### src/rtl/ctle_pkg.sv
//------------------------------------------------------------------------------
// ctle_pkg : shared types, constants and nearest-point helper for the picker
// Revision : 1.0 - initial release
//------------------------------------------------------------------------------
`default_nettype none

package ctle_pkg;

  localparam int CTLE_WIDTH = 18;
  localparam int CTLE_TW    = 24;
  localparam int N_POINTS   = 4;
  localparam int PICK_W     = CTLE_WIDTH + 2;

  typedef logic signed [CTLE_WIDTH-1:0] sample_t;
  typedef logic [CTLE_TW-1:0]           time_t;
  typedef logic [1:0]                   pick_idx_t;

  typedef struct packed {
    sample_t   data;
    pick_idx_t idx;
  } pick_t;

  // Points sit at 0, dt/3, 2dt/3, dt; thresholds at their midpoints, scaled by 6.
  function automatic pick_idx_t nearest_idx(input time_t off, input time_t dt);
    logic [CTLE_TW+2:0] off_x, dt_x, off6, dt3, dt5;
    off_x = {3'b000, off};
    dt_x  = {3'b000, dt};
    off6  = (off_x << 2) + (off_x << 1);
    dt3   = (dt_x << 1) + dt_x;
    dt5   = (dt_x << 2) + dt_x;
    if (off6 < dt_x)     return 2'd0;
    else if (off6 < dt3) return 2'd1;
    else if (off6 < dt5) return 2'd2;
    else                 return 2'd3;
  endfunction

endpackage

`default_nettype wire

### src/rtl/ctle_sample_fifo.sv
//------------------------------------------------------------------------------
// ctle_sample_fifo : first-word-fall-through FIFO of picked samples
// Revision         : 1.0 - initial release
//------------------------------------------------------------------------------
`default_nettype none

module ctle_sample_fifo
  import ctle_pkg::*;
#(
  parameter int DEPTH = 4
) (
  input  logic              clk,
  input  logic              rst_n,
  input  logic              push_i,
  input  logic [PICK_W-1:0] push_data_i,
  input  logic              pop_i,
  output logic [PICK_W-1:0] head_o,
  output logic              empty_o,
  output logic              full_o
);

  localparam int AW = $clog2(DEPTH);
  localparam int CW = AW + 1;

  pick_t         mem_q [DEPTH];
  pick_t         last_q;
  logic [AW-1:0] wr_ptr_q;
  logic [AW-1:0] rd_ptr_q;
  logic [CW-1:0] count_q;
  logic          w_push;
  logic          w_pop;

  assign empty_o = (count_q == '0);
  assign full_o  = (count_q == CW'(DEPTH));
  assign w_push  = push_i && !full_o;
  assign w_pop   = pop_i && !empty_o;

  // When drained, the head keeps showing the most recently popped entry.
  assign head_o  = empty_o ? last_q : mem_q[rd_ptr_q];

  always_ff @(posedge clk or negedge rst_n) begin
    if (!rst_n) begin
      for (int i = 0; i < DEPTH; i++) mem_q[i] <= '0;
      last_q   <= '0;
      wr_ptr_q <= '0;
      rd_ptr_q <= '0;
      count_q  <= '0;
    end else begin
      if (w_push) begin
        mem_q[wr_ptr_q] <= push_data_i;
        wr_ptr_q        <= wr_ptr_q + 1'b1;
      end
      if (w_pop) begin
        last_q   <= mem_q[rd_ptr_q];
        rd_ptr_q <= rd_ptr_q + 1'b1;
      end
      case ({w_push, w_pop})
        2'b10:   count_q <= count_q + 1'b1;
        2'b01:   count_q <= count_q - 1'b1;
        default: count_q <= count_q;
      endcase
    end
  end

endmodule

`default_nettype wire

### src/rtl/ctle_sample_picker.sv
//------------------------------------------------------------------------------
// ctle_sample_picker : picks the nearest CTLE point at each sampling instant
// Revision           : 1.0 - initial release
//------------------------------------------------------------------------------
`default_nettype none

module ctle_sample_picker
  import ctle_pkg::*;
#(
  parameter int WIDTH   = CTLE_WIDTH,
  parameter int TW      = CTLE_TW,
  parameter int T_SAMP  = 100,
  parameter int T_PHASE = 0,
  parameter int DEPTH   = 4
) (
  input  logic                    clk,
  input  logic                    rst_n,
  input  logic [TW-1:0]           dt,
  input  logic signed [WIDTH-1:0] in_0,
  input  logic signed [WIDTH-1:0] in_1,
  input  logic signed [WIDTH-1:0] in_2,
  input  logic signed [WIDTH-1:0] in_3,
  input  logic                    in_valid,
  output logic                    in_ready,
  output logic signed [WIDTH-1:0] out_data,
  output logic [1:0]              out_idx,
  output logic                    out_valid,
  input  logic                    out_ready,
  output logic [15:0]             sample_count,
  output logic                    err_overrun
);

  logic [TW:0] t_rem_q;
  logic [TW:0] t_rem_d;
  logic [TW:0] w_dt_ext;
  logic [TW:0] w_wrap;
  logic        w_accept;
  logic        w_hit;
  logic        w_full;
  logic        w_empty;
  pick_idx_t   w_idx;
  sample_t     w_pts [N_POINTS];
  pick_t       w_pick;
  pick_t       w_head;
  logic [15:0] sample_count_q;
  logic        err_overrun_q;

  assign in_ready = !w_full;
  assign w_accept = in_valid && in_ready;
  assign w_dt_ext = {1'b0, dt};
  assign w_hit    = (t_rem_q < w_dt_ext);

  // Only consulted on a hit, where t_rem < dt guarantees the top bit is clear.
  assign w_idx    = nearest_idx(t_rem_q[TW-1:0], dt);

  assign w_pts[0] = in_0;
  assign w_pts[1] = in_1;
  assign w_pts[2] = in_2;
  assign w_pts[3] = in_3;

  assign w_pick.data = w_pts[w_idx];
  assign w_pick.idx  = w_idx;

  assign w_wrap = t_rem_q + (TW+1)'(T_SAMP);

  always_comb begin
    t_rem_d = t_rem_q;
    if (w_accept) begin
      if (w_hit) t_rem_d = (w_wrap > w_dt_ext) ? (w_wrap - w_dt_ext) : '0;
      else       t_rem_d = t_rem_q - w_dt_ext;
    end
  end

  always_ff @(posedge clk or negedge rst_n) begin
    if (!rst_n) begin
      t_rem_q        <= (TW+1)'(T_PHASE);
      sample_count_q <= '0;
      err_overrun_q  <= 1'b0;
    end else begin
      t_rem_q <= t_rem_d;
      if (w_accept && w_hit) sample_count_q <= sample_count_q + 16'd1;
      if (w_accept && (w_dt_ext > (TW+1)'(T_SAMP))) err_overrun_q <= 1'b1;
    end
  end

  ctle_sample_fifo #(
    .DEPTH (DEPTH)
  ) u_fifo (
    .clk         (clk),
    .rst_n       (rst_n),
    .push_i      (w_accept && w_hit),
    .push_data_i (w_pick),
    .pop_i       (out_ready),
    .head_o      (w_head),
    .empty_o     (w_empty),
    .full_o      (w_full)
  );

  assign out_data     = w_head.data;
  assign out_idx      = w_head.idx;
  assign out_valid    = !w_empty;
  assign sample_count = sample_count_q;
  assign err_overrun  = err_overrun_q;

endmodule

`default_nettype wire

### config.mk
export PLATFORM = sky130hd
export DESIGN_NAME = ctle_sample_picker
export DESIGN_NICKNAME = d
export VERILOG_FILES = /design/src/rtl/ctle_pkg.sv /design/src/rtl/ctle_sample_fifo.sv /design/src/rtl/ctle_sample_picker.sv
export SDC_FILE = /design/constraint.sdc
export NUM_CORES = 1
export LEC_CHECK = 0
export BUFFER_PORTS_ARGS = -buffer_cell sky130_fd_sc_hd__buf_4
export CAP_MARGIN = 5
export CORE_UTILIZATION = 33
export CTS_CLUSTER_SIZE = 28
export DETAILED_ROUTE_END_ITERATION = 8
export PLACE_DENSITY = 0.61
export SYNTH_ARGS = -nofsm -noshare
export SYNTH_HDL_FRONTEND = slang
export SYNTH_SLANG_ARGS = --single-unit
### constraint.sdc
create_clock -name clk -period 10.7 [get_ports clk]
set_clock_uncertainty 0.05 [all_clocks]
set_input_delay 2.14 -clock clk [delete_from_list [all_inputs] [get_ports clk]]
set_output_delay 2.14 -clock clk [all_outputs]
set_load 0.05 [all_outputs]
==> impl_results.md, run 1 <==
- Seq/Total Area, Yosys: 0.2432
- CTS tree: done
- Sum Neg Setup Slack: 0 ns
- Hold_buf cts: 0
- Drt pass-1 iters: 5
- RSZ-0062 raised after global routing: false
- Final worst-path cycle share: 0.7212
- PD cells: roughly 360 nW/um^2
- Initial drt markers: around 860
- Worst Hold Depth: 2
- Total grt overflow: 0
- Worst hold path startpoint: u_fifo.last_q[6]
- Initial cell density of the core: 0.3364
- Ys Warns: 0
- Ratio of cells with drive above 1 in the final layout: 0.1445
- Post-DP HPWL: roughly 34 mm
- Worst Hold Class: register to register
- Die Ht: roughly 220 microns
- Top FF cell, synth: dfrtp_1
- Final Core Density: 0.3853
- Nets: around 2200
- Fin. Hold Viols: 0
- ANT nets after route: 0
- Fmax: ~130 MHz
- Clk_lat worst skew: 0.44 ns
- Critical-path cell list: buf_4 > inv_1 > ha_1 > o21a_1 > a21oi_1 > a2111oi_0 > o21ai_0 > a21boi_0 > o21ai_0 > a22oi_1 > xnor2_1 > ha_1 > o21a_1 > o21ai_0 > a31oi_1 > o21ai_0 > nand2b_1 > a211o_1 > o211ai_2 > nand2_1 > and3_1 > a21o_1
- Slew headroom: 0.2028
- H-Tree Level Count: 4
- Post-CTS Setup Inserts: 0
- Max-cap violations: 0
- CP Data Required Time: ~11 ns
- Final setup viols: 0
- EDFF count, synth: 0
- Count of different cell masters after synthesis: 76
- Number of global-route vias before repair: between 10000 and 15000
- Pin count of the biggest net entering global routing: between 80 and 90
- Worst-Margin Slew: ~1.2 ns
- Num CTS Buffers: 17
- Rows: around 80
- Hold endpoint: u_fifo.last_q[6]
- Top-Level Pins: between 100 and 150
- Syn Nets: just over 2000
- WP data arrival: 7.99 ns
- Worst setup margin: 2.984 ns
- Largest stage delay, worst path: 0.93 ns
- RR Startpoint: t_rem_q[5]
- Async SR Flop Fraction: 1.000
- Most frequent cells in the layout: 213 x ha_1, 201 x a21oi_1, 170 x nand2_1
- Crit Path Category: primary input to register
- Max Root-Sink Buffers: 2
- CP startpoint kind: primary input
- ANT cells: 0
- Slowest-stage cell, CP: o211ai_2
- Dpl ws: between 2 and 3 ns
- Final Cell Area: between 15000 and 20000 sq um
- Root Buffer: clkbuf_16
- Initial antenna violation count: 0
- Fin. max-slew vios: 0
- First-pass GRT wire length: a little over 70 mm
- Sink Count: 149
- Worst Setup End Kind: register
- RR Endpoint: u_fifo.mem_q[27]
- Core ar.: roughly 46000 sq um
- Die footprint: 47320 sq um
- Vias/cell: between 5 and 6
- Cell Area, Synth: roughly 15000 sq um
- FF-to-FF path depth: 20
- Most used cell, CP: o21ai_0
- Final wirelength: between 40 and 50 mm
- Crit Path Max Fanout: 19
- Residual DRC: 0
- Setup crit start: dt[3]
- CP Buf/Inv Count: 2
- Yosys reg bits: 149
- Total number of vias: ~13000
- GR Util All Layers: 0.1911
- Synth Instances: between 1500 and 2000
- Critical path's top delay family: compound AO/OA/AOI/OAI gates
- Leak: around 0.0080 uW
- Placed instance area: 16960 sq um
- GP Congestion: between 0.9 and 1
- Register-to-register setup slack: 4.01 ns
- Average size of a mapped cell: ~9 sq um
- PostCTS Resize Cnt: 0
- Die Wd: 217.5 microns
- Crit path time final: 7.716 ns
- Status: finished clean
- Synthesis-to-layout area growth: 14.54%
- Commonest non-fill, non-tap cell in the layout: ha_1
- VDD IR max: about 220 uV
- I/O Buffers: 138
- WL/cell: about 18 microns
- Clock slew at reported path FFs: around 0.070 ns
flip-flops by register name, summed over array words and instances (netlist names):
register / flops
u_fifo.mem_q: 80
t_rem_q: 25
u_fifo.last_q: 20
sample_count: 16
u_fifo.count_q: 3
u_fifo.rd_ptr_q: 2
u_fifo.wr_ptr_q: 2
err_overrun: 1
area by class of cell:
cell class | count | area [sq um]
fillers | 4559 | 28020
multi-input cells | 1420 | 10980
clock inverters | 14 | 163.9
repair buffers | 152 | 1145
well taps | 600 | 750.7
inverters | 95 | 356.6
clock buffers | 18 | 439.2
flip-flops and latches | 149 | 3729
cells by family (layout without fill, tap and decap cells):
group	count (synthesis)	in the layout	synth area share
xor gates and xnor gates	138	138	0.07884
AOI/OAI and AO/OA	493	493	0.2103
adders and majority gates	219	219	0.1810
buffers and inverters	153	279	0.04146
and+or+nand+nor	433	433	0.1373
DFF	149	149	0.2432
muxes	137	137	0.1079
layer usage:
metal | routed length [microns] | up-vias | GRT usage
met5 | 0 | - | 0
met4 | 902 | 0 | 0.05329
met3 | 1983 | 47 | 0.02608
met2 | 20920 | 348 | 0.3172
met1 | 20800 | 6478 | 0.2577
li1 | - | 6586 | -
synthesized netlist by cell type (all sizes together) (5+ instances only):
| library cell | count | area share |
|---|---|---|
| ha | 213 | 0.17 |
| a21oi | 201 | 0.066 |
| nand2 | 170 | 0.042 |
| dfrtp | 149 | 0.24 |
| inv | 95 | 0.023 |
| xnor2 | 93 | 0.053 |
| mux2i | 91 | 0.059 |
| o21ai | 79 | 0.026 |
| nor2 | 68 | 0.017 |
| a21o | 50 | 0.024 |
| xor2 | 45 | 0.026 |
| clkbuf | 35 | 0.0095 |
| nand3 | 33 | 0.011 |
| nor4 | 27 | 0.011 |
| mux2 | 26 | 0.019 |
| and3 | 24 | 0.010 |
| buf | 23 | 0.0087 |
| nand4 | 23 | 0.0094 |
| a41oi | 22 | 0.019 |
| o21a | 21 | 0.010 |
| mux4 | 20 | 0.029 |
| nor3 | 20 | 0.0069 |
| a31oi | 18 | 0.0078 |
| nor2b | 16 | 0.0065 |
| nand2b | 14 | 0.0057 |
| o21bai | 12 | 0.0059 |
| a211oi | 11 | 0.0060 |
| a211o | 10 | 0.0057 |
| o31ai | 10 | 0.0049 |
| a2111oi | 8 | 0.0046 |
| a22oi | 8 | 0.0039 |
| and2 | 8 | 0.0033 |
| o211ai | 8 | 0.0042 |
| or3 | 8 | 0.0036 |
| a31o | 6 | 0.0034 |
| o311ai | 6 | 0.0039 |
| fa | 5 | 0.0065 |
| nor4b | 5 | 0.0033 |
metrics by stage:
| stage | instances | hold WS [ns] | total power (uW) |
|---|---|---|---|
| floorplan | 1722 | 0.3918 | 4418 |
| CTS | 2448 | 0.4268 | 6268 |
| detailed placement | 2416 | 0.4093 | 5610 |
| global placement | 2416 | 0.4027 | 5528 |
| global route | 2448 | 0.4401 | 6799 |
| finish | 2448 | 0.4266 | 6254 |
tightest hold or removal path: stages, from the launching register on:
cell	delay, ns
dfrtp_1	0.34
nand2_1	0.05
nand2_1	0.06
power by group:
part | internal, uW | total (uW) | switching, uW
sequential | 830 | 1060 | 226
clock | 338 | 621 | 283
combinational | 1780 | 4580 | 2800
how the worst max path moves through the flow:
| stage | endpoint | cells past startpoint |
|---|---|---|
| 2_1_floorplan | u_fifo.mem_q[9] | 23 |
| 3_3_place_gp | u_fifo.mem_q[21] | 22 |
| 3_5_place_dp | u_fifo.mem_q[21] | 22 |
| 4_1_cts | u_fifo.mem_q[21] | 22 |
| 5_1_grt | u_fifo.mem_q[1] | 22 |
| 6_report | u_fifo.mem_q[21] | 22 |
Power figures use the tool's default switching activity.
==> run 2, diff against run 1 <==
Clock period 10.7 ns to 7.5 ns, I/O delays scaled along.
==> impl_results.md, run 2 (same netlist as run 1, synthesis figures left out) <==
- Status: finished clean
- Num CTS Buffers: 17
- Initial cell density of the core: 0.3364
- Root Buffer: clkbuf_16
- Sum Neg Setup Slack: 0 ns
- Initial drt markers: around 950
- Rows: 78
- ANT cells: 0
- Worst-Margin Slew: between 1 and 1.5 ns
- Max-cap violations: 0
- Hold slack: roughly 0.42 ns
- Worst Setup End Kind: register
- Die Wd: approximately 220 microns
- WP data arrival: between 6 and 7 ns
- Register Area: about 3700 sq um
- Clk_lat worst skew: between 0.4 and 0.5 ns
- GP Congestion: 0.9197
- Crit Path Max Fanout: 18
- GRT busiest layer: met2
- ANT nets after route: 0
- GR Util All Layers: 0.1912
- Drt pass-1 iters: 5
- Worst Hold Class: register to register
- Commonest non-fill, non-tap cell in the layout: ha_1
- Die footprint: approximately 47000 sq um
- Initial antenna violation count: 0
- Post-DP HPWL: between 30 and 40 mm
- Fin. Hold Viols: 0
- Sink Count: approximately 150
- VDD IR max: ~290 uV
- Critical-path cell list: buf_4 > ha_1 > fa_1 > a21o_1 > a21oi_1 > o21a_1 > o21ai_0 > a41oi_1 > a31oi_1 > a211o_1 > a21o_1 > a21o_1 > a21oi_1 > ha_1 > nand3_1 > nor2_1 > a2111oi_0 > o21ai_0 > a31oi_2 > buf_4 > a41oi_1 > mux2i_1 > a21oi_1
- Final setup viols: 0
- WL/cell: 18.33 microns
- Max Root-Sink Buffers: 2
- First-pass GRT wire length: slightly above 70 mm
- CP Data Required Time: a little under 8 ns
- Top-Level Pins: approximately 140
- Multi-input gate area: roughly 11000 sq um
- Crit path time final: around 6.6 ns
- Synthesis-to-layout area growth: 14.81%
- GR Layer Usage met3: 0.02692
- Filler Cell Count: about 4500
- Largest Register: u_fifo.mem_q
- Fin. max-slew vios: 0
- Total number of vias: roughly 14000
- Total grt overflow: 0
- Post-CTS Setup Inserts: 0
- Fmax: about 150 MHz
- Hold_buf cts: 0
- RSZ-0062 raised after global routing: false
- Residual DRC: 0
- CTS tree: done
- Final wirelength: ~45 mm
- Core ar.: 45580 sq um
- Biggest regs: u_fifo.mem_q: 80 flops, t_rem_q: 25 flops, u_fifo.last_q: 20 flops
- Ratio of cells with drive above 1 in the final layout: 0.1472
- Nets: between 2000 and 2500
- Final worst-path cycle share: 0.8778
- Slew headroom: 0.1839
- Die Ht: roughly 220 microns
- M2 GR Usage: 0.3115
- Met1 usage: 0.2646
- Crit Path Category: primary input to register
- Final total power: roughly 9000 uW
- I/O Buffers: ~140
- Clock slew at reported path FFs: 0.06 ns
- H-Tree Level Count: 4
- Number of global-route vias before repair: approximately 13000
- Vias/cell: around 5.5
- Most frequent cells in the layout: 213 x ha_1, 201 x a21oi_1, 170 x nand2_1
- Largest stage delay, worst path: between 0.4 and 0.5 ns
- Pin count of the biggest net entering global routing: about 100
- CP startpoint kind: primary input
- Leak: 0.008017 uW
- PostCTS Resize Cnt: 0
- Slowest-stage cell, CP: fa_1
- PD cells: roughly 510 nW/um^2
- Max FFs per register: 80
[run 2: cell types whose count changed in the layout (fill, tap and decap cells not counted)]
cell / previous run / this run
clkinv_8: 2 / 0
clkinv_4: 1 / 3
bufinv_16: 1 / 2
clkinvlp_4: 4 / 2
inv_8: 4 / 0
buf_4: 151 / 159
inv_6: 2 / 5
[run 2: routing by layer]
metal  vias up  wire [microns]
li1       6606               -
met2       330           20830
met4         0             624
met1      6530           21450
met3        36            2072
met5         -               0
[run 2: where the power goes]
part	switching [uW]	total (uW)	internal [uW]
clock	370	872	502
sequential	323	1510	1180
combinational	4010	6590	2570
total	4710	8970	4260
[run 2: final cells by class]
type / instances / area share
multi-input cells: 1420 / 0.6236
flip-flops and latches: 149 / 0.2118
clock buffers: 18 / 0.02495
clock inverters: 12 / 0.008246
well taps: 600 / 0.04265
inverters: 95 / 0.02026
repair buffers: 160 / 0.06846
[run 2: metrics by stage]
step | setup WS (ns) | cell area [sq um] | instances | utilization
6_report | 0.9166 | 17600 | 2454 | 0.3862
5_1_grt | 0.5646 | 17600 | 2454 | 0.3862
4_1_cts | 1.014 | 17600 | 2454 | 0.3862
3_5_place_dp | 0.5713 | 17020 | 2424 | 0.3734
3_3_place_gp | 0.7613 | 17020 | 2424 | 0.3734
2_1_floorplan | 1.262 | 15330 | 1722 | -
[run 2: final timing paths]
check	startpoint	endpoint	slack [ns]	cells past startpoint
worst min register to register	u_fifo.last_q[10]	u_fifo.last_q[10]	0.42	2
worst max-delay path	dt[0]	u_fifo.mem_q[45]	0.92	23
min in group asynchronous	rst_n	sample_count[8]	1.10	1
worst min-delay path	u_fifo.last_q[10]	u_fifo.last_q[10]	0.42	2
max in group asynchronous	rst_n	u_fifo.mem_q[40]	5.04	2
worst max register to register	t_rem_q[5]	u_fifo.mem_q[45]	1.28	19
[run 2: worst max-delay path, delay by kind of cell]
family | cells | cell delay, ns
adders and majority gates | 3 | 0.93
muxes | 1 | 0.25
buffers and inverters | 2 | 0.48
and+or+nand+nor | 2 | 0.16
AOI/OAI and AO/OA | 15 | 3.49
==> run 3, diff against run 2 <==
Settings changed: ABC_AREA set to 1.
==> impl_results.md, run 3 <==
- Async SR Flop Fraction: 1.000
- Worst Hold Class: register to register
- Cell Area, Synth: around 16000 sq um
- Hold_buf cts: 0
- Most frequent cells in the layout: 691 x nand2_1, 218 x inv_1, 214 x a21oi_1
- Post-synth top cells: 691 x nand2_1, 218 x inv_1, 214 x a21oi_1, 213 x ha_1, 171 x nor2_1
- Pin count of the biggest net entering global routing: 89
- Most used cell, CP: nand2_1
- First-pass GRT wire length: roughly 74 mm
- Biggest regs: u_fifo.mem_q: 80 flops, t_rem_q: 25 flops, u_fifo.last_q: 20 flops
- Initial antenna violation count: 0
- CP Depth: 30
- Crit Path Max Fanout: 22
- Register-to-register setup slack: 2.03 ns
- GR Util All Layers: 0.1921
- Max FFs per register: 80
- Met1 usage: 0.2655
- Num CTS Buffers: 17
- Worst hold path startpoint: sample_count[15]
- Setup crit start: dt[3]
- Final Non-Filler Cells: between 3000 and 4000
- Initial drt markers: roughly 1000
- Die Wd: 220.1 microns
- Fin. max-slew vios: 0
- Nets: between 2000 and 3000
- Crit Path Category: primary input to register
- CTS tree: done
- Fmax: approximately 170 MHz
- Fin. Hold Viols: 0
- Top-Level Pins: approximately 140
- Number of global-route vias before repair: 14840
- Count of different cell masters after synthesis: a little over 50
- Final wirelength: 46.63 mm
- Ranking of synthesized cells by area: dfrtp_1 24%, ha_1 17%, nand2_1 17%, a21oi_1 6.8%, inv_1 5.2%
- Final setup viols: 0
- Sink Count: approximately 150
- Clk_lat worst skew: between 0.4 and 0.5 ns
- Largest stage delay, worst path: about 0.38 ns
- Root Buffer: clkbuf_16
- RSZ-0062 raised after global routing: false
- Placed Cells: about 3000
- Rows: about 80
- Worst Setup End Kind: register
- Largest area contributor in the netlist: dfrtp_1
- I/O Buffers: approximately 140
- Average size of a mapped cell: 6.881 sq um
- Max-cap violations: 0
- Worst-Margin Slew: 0.9471 ns
- GR Layer Usage met3: 0.02144
- Largest Register: u_fifo.mem_q
- Synth top area share: 0.2375
- Worst Setup EP: u_fifo.mem_q[6]
- Status: finished, violations left
- Vias/cell: 5.117
- WP data arrival: 6.20 ns
- Post-DP HPWL: about 36 mm
- Top FF cell, synth: dfrtp_1
- Filler Cell Count: 4902
- Post-CTS Setup Inserts: 0
- Final worst-path cycle share: 0.7889
- Crit path time final: roughly 5.9 ns
- Slowest-stage cell, CP: o21ai_0
- Synth Instances: 2282
- Seq/Total Area, Yosys: 0.2375
- WL/cell: between 15 and 20 microns
- M2 GR Usage: 0.3156
- Total number of vias: about 15000
- Die footprint: approximately 48000 sq um
- Critical path's top delay family: simple AND/OR/NAND/NOR gates
- Register Area: 3729 sq um
- Residual DRC: 5
- Initial cell density of the core: 0.3359
- Sum Neg Setup Slack: 0 ns
- ANT cells: 0
- Commonest non-fill, non-tap cell in the layout: nand2_1
- RR Startpoint: t_rem_q[6]
- CP startpoint kind: primary input
- RR Endpoint: u_fifo.mem_q[6]
- Clock slew at reported path FFs: 0.06 ns
- Slew headroom: 0.3679
- Worst setup margin: around 1.6 ns
- Total grt overflow: 0
- H-Tree Level Count: 4
- Synthesis-to-layout area growth: 14.20%
- Ratio of cells with drive above 1 in the final layout: 0.1100
- Max Root-Sink Buffers: 2
- GP Congestion: a little under 0.9
- Core ar.: ~47000 sq um
- Multi-input gate area: roughly 11000 sq um
- GRT busiest layer: met2
- CP Buf/Inv Count: 3
- Die Ht: ~220 microns
- FF-to-FF path depth: 29
- Yosys reg bits: 149
- Dpl ws: about 1.1 ns
- Drt pass-1 iters: 9
- ANT nets after route: 0
- Syn Nets: between 2000 and 3000
- Most common cell in the synthesized netlist: nand2_1
- Ys Warns: 0
- EDFF count, synth: 0
- CP Data Required Time: 7.78 ns
- Failing checks: DRC
- PostCTS Resize Cnt: 0
-- run 3: cell count changes after synthesis, moves of 45 or more --
cell     change
xnor2_1     -45
nand3_1     +59
nor2_1     +103
mux2i_1     -91
inv_1      +123
nand2_1    +521
-- run 3: worst min-delay path by stage --
stage | end | slack, ns | depth (start not counted)
global route | u_fifo.mem_q[35] | 0.45 | 2
floorplan | u_fifo.rd_ptr_q[1] | 0.39 | 1
detailed placement | u_fifo.mem_q[15] | 0.42 | 2
global placement | sample_count[15] | 0.41 | 1
finish | sample_count[15] | 0.43 | 1
CTS | sample_count[15] | 0.43 | 1
-- run 3: routing by layer --
layer	up-vias	wire length, microns
li1	7762	-
met1	7233	22390
met2	386	21080
met3	57	2271
met4	0	894
met5	-	0
-- run 3: kinds of logic after synthesis --
kind of cell             Yosys count  synth area share
flip-flops                       149            0.2375
XOR/XNOR                         124           0.06964
AND/OR/NAND/NOR                 1073            0.2847
adder cells (fa/ha/maj)          218            0.1761
buffers and inverters            282           0.07299
AO/OA/AOI/OAI                    436            0.1591
-- run 3: per-stage QoR --
stage / instance area (sq um) / hold slack [ns] / utilization
2_1_floorplan: 15700 / 0.3916 / -
4_1_cts: 17930 / 0.4319 / 0.3835
6_report: 17930 / 0.4271 / 0.3835
3_5_place_dp: 17310 / 0.4154 / 0.3702
3_3_place_gp: 17310 / 0.4086 / 0.3702
5_1_grt: 17930 / 0.4471 / 0.3835
-- run 3: worst register-to-register path: cells and delay by family, from the launching register on --
kind / cells / cell delay (ns)
compound gates: 8 / 1.56
xor+xnor: 1 / 0.38
fa+ha+maj: 2 / 0.68
buf+inv: 3 / 0.26
flops: 1 / 0.47
simple gates: 15 / 1.99
-- run 3: area by class of cell --
type                    count  share of cell area
multi-input cells        1851              0.6038
flip-flops and latches    149              0.2079
repair buffers            152             0.06384
inverters                 226             0.04731
well taps                 607             0.04235
clock buffers              20             0.02547
clock inverters            12            0.009280
Power of run 3 is left out: the tool's default activity adds up to more than one toggle a clock period on the data nets, which glitch-free logic cannot reach.
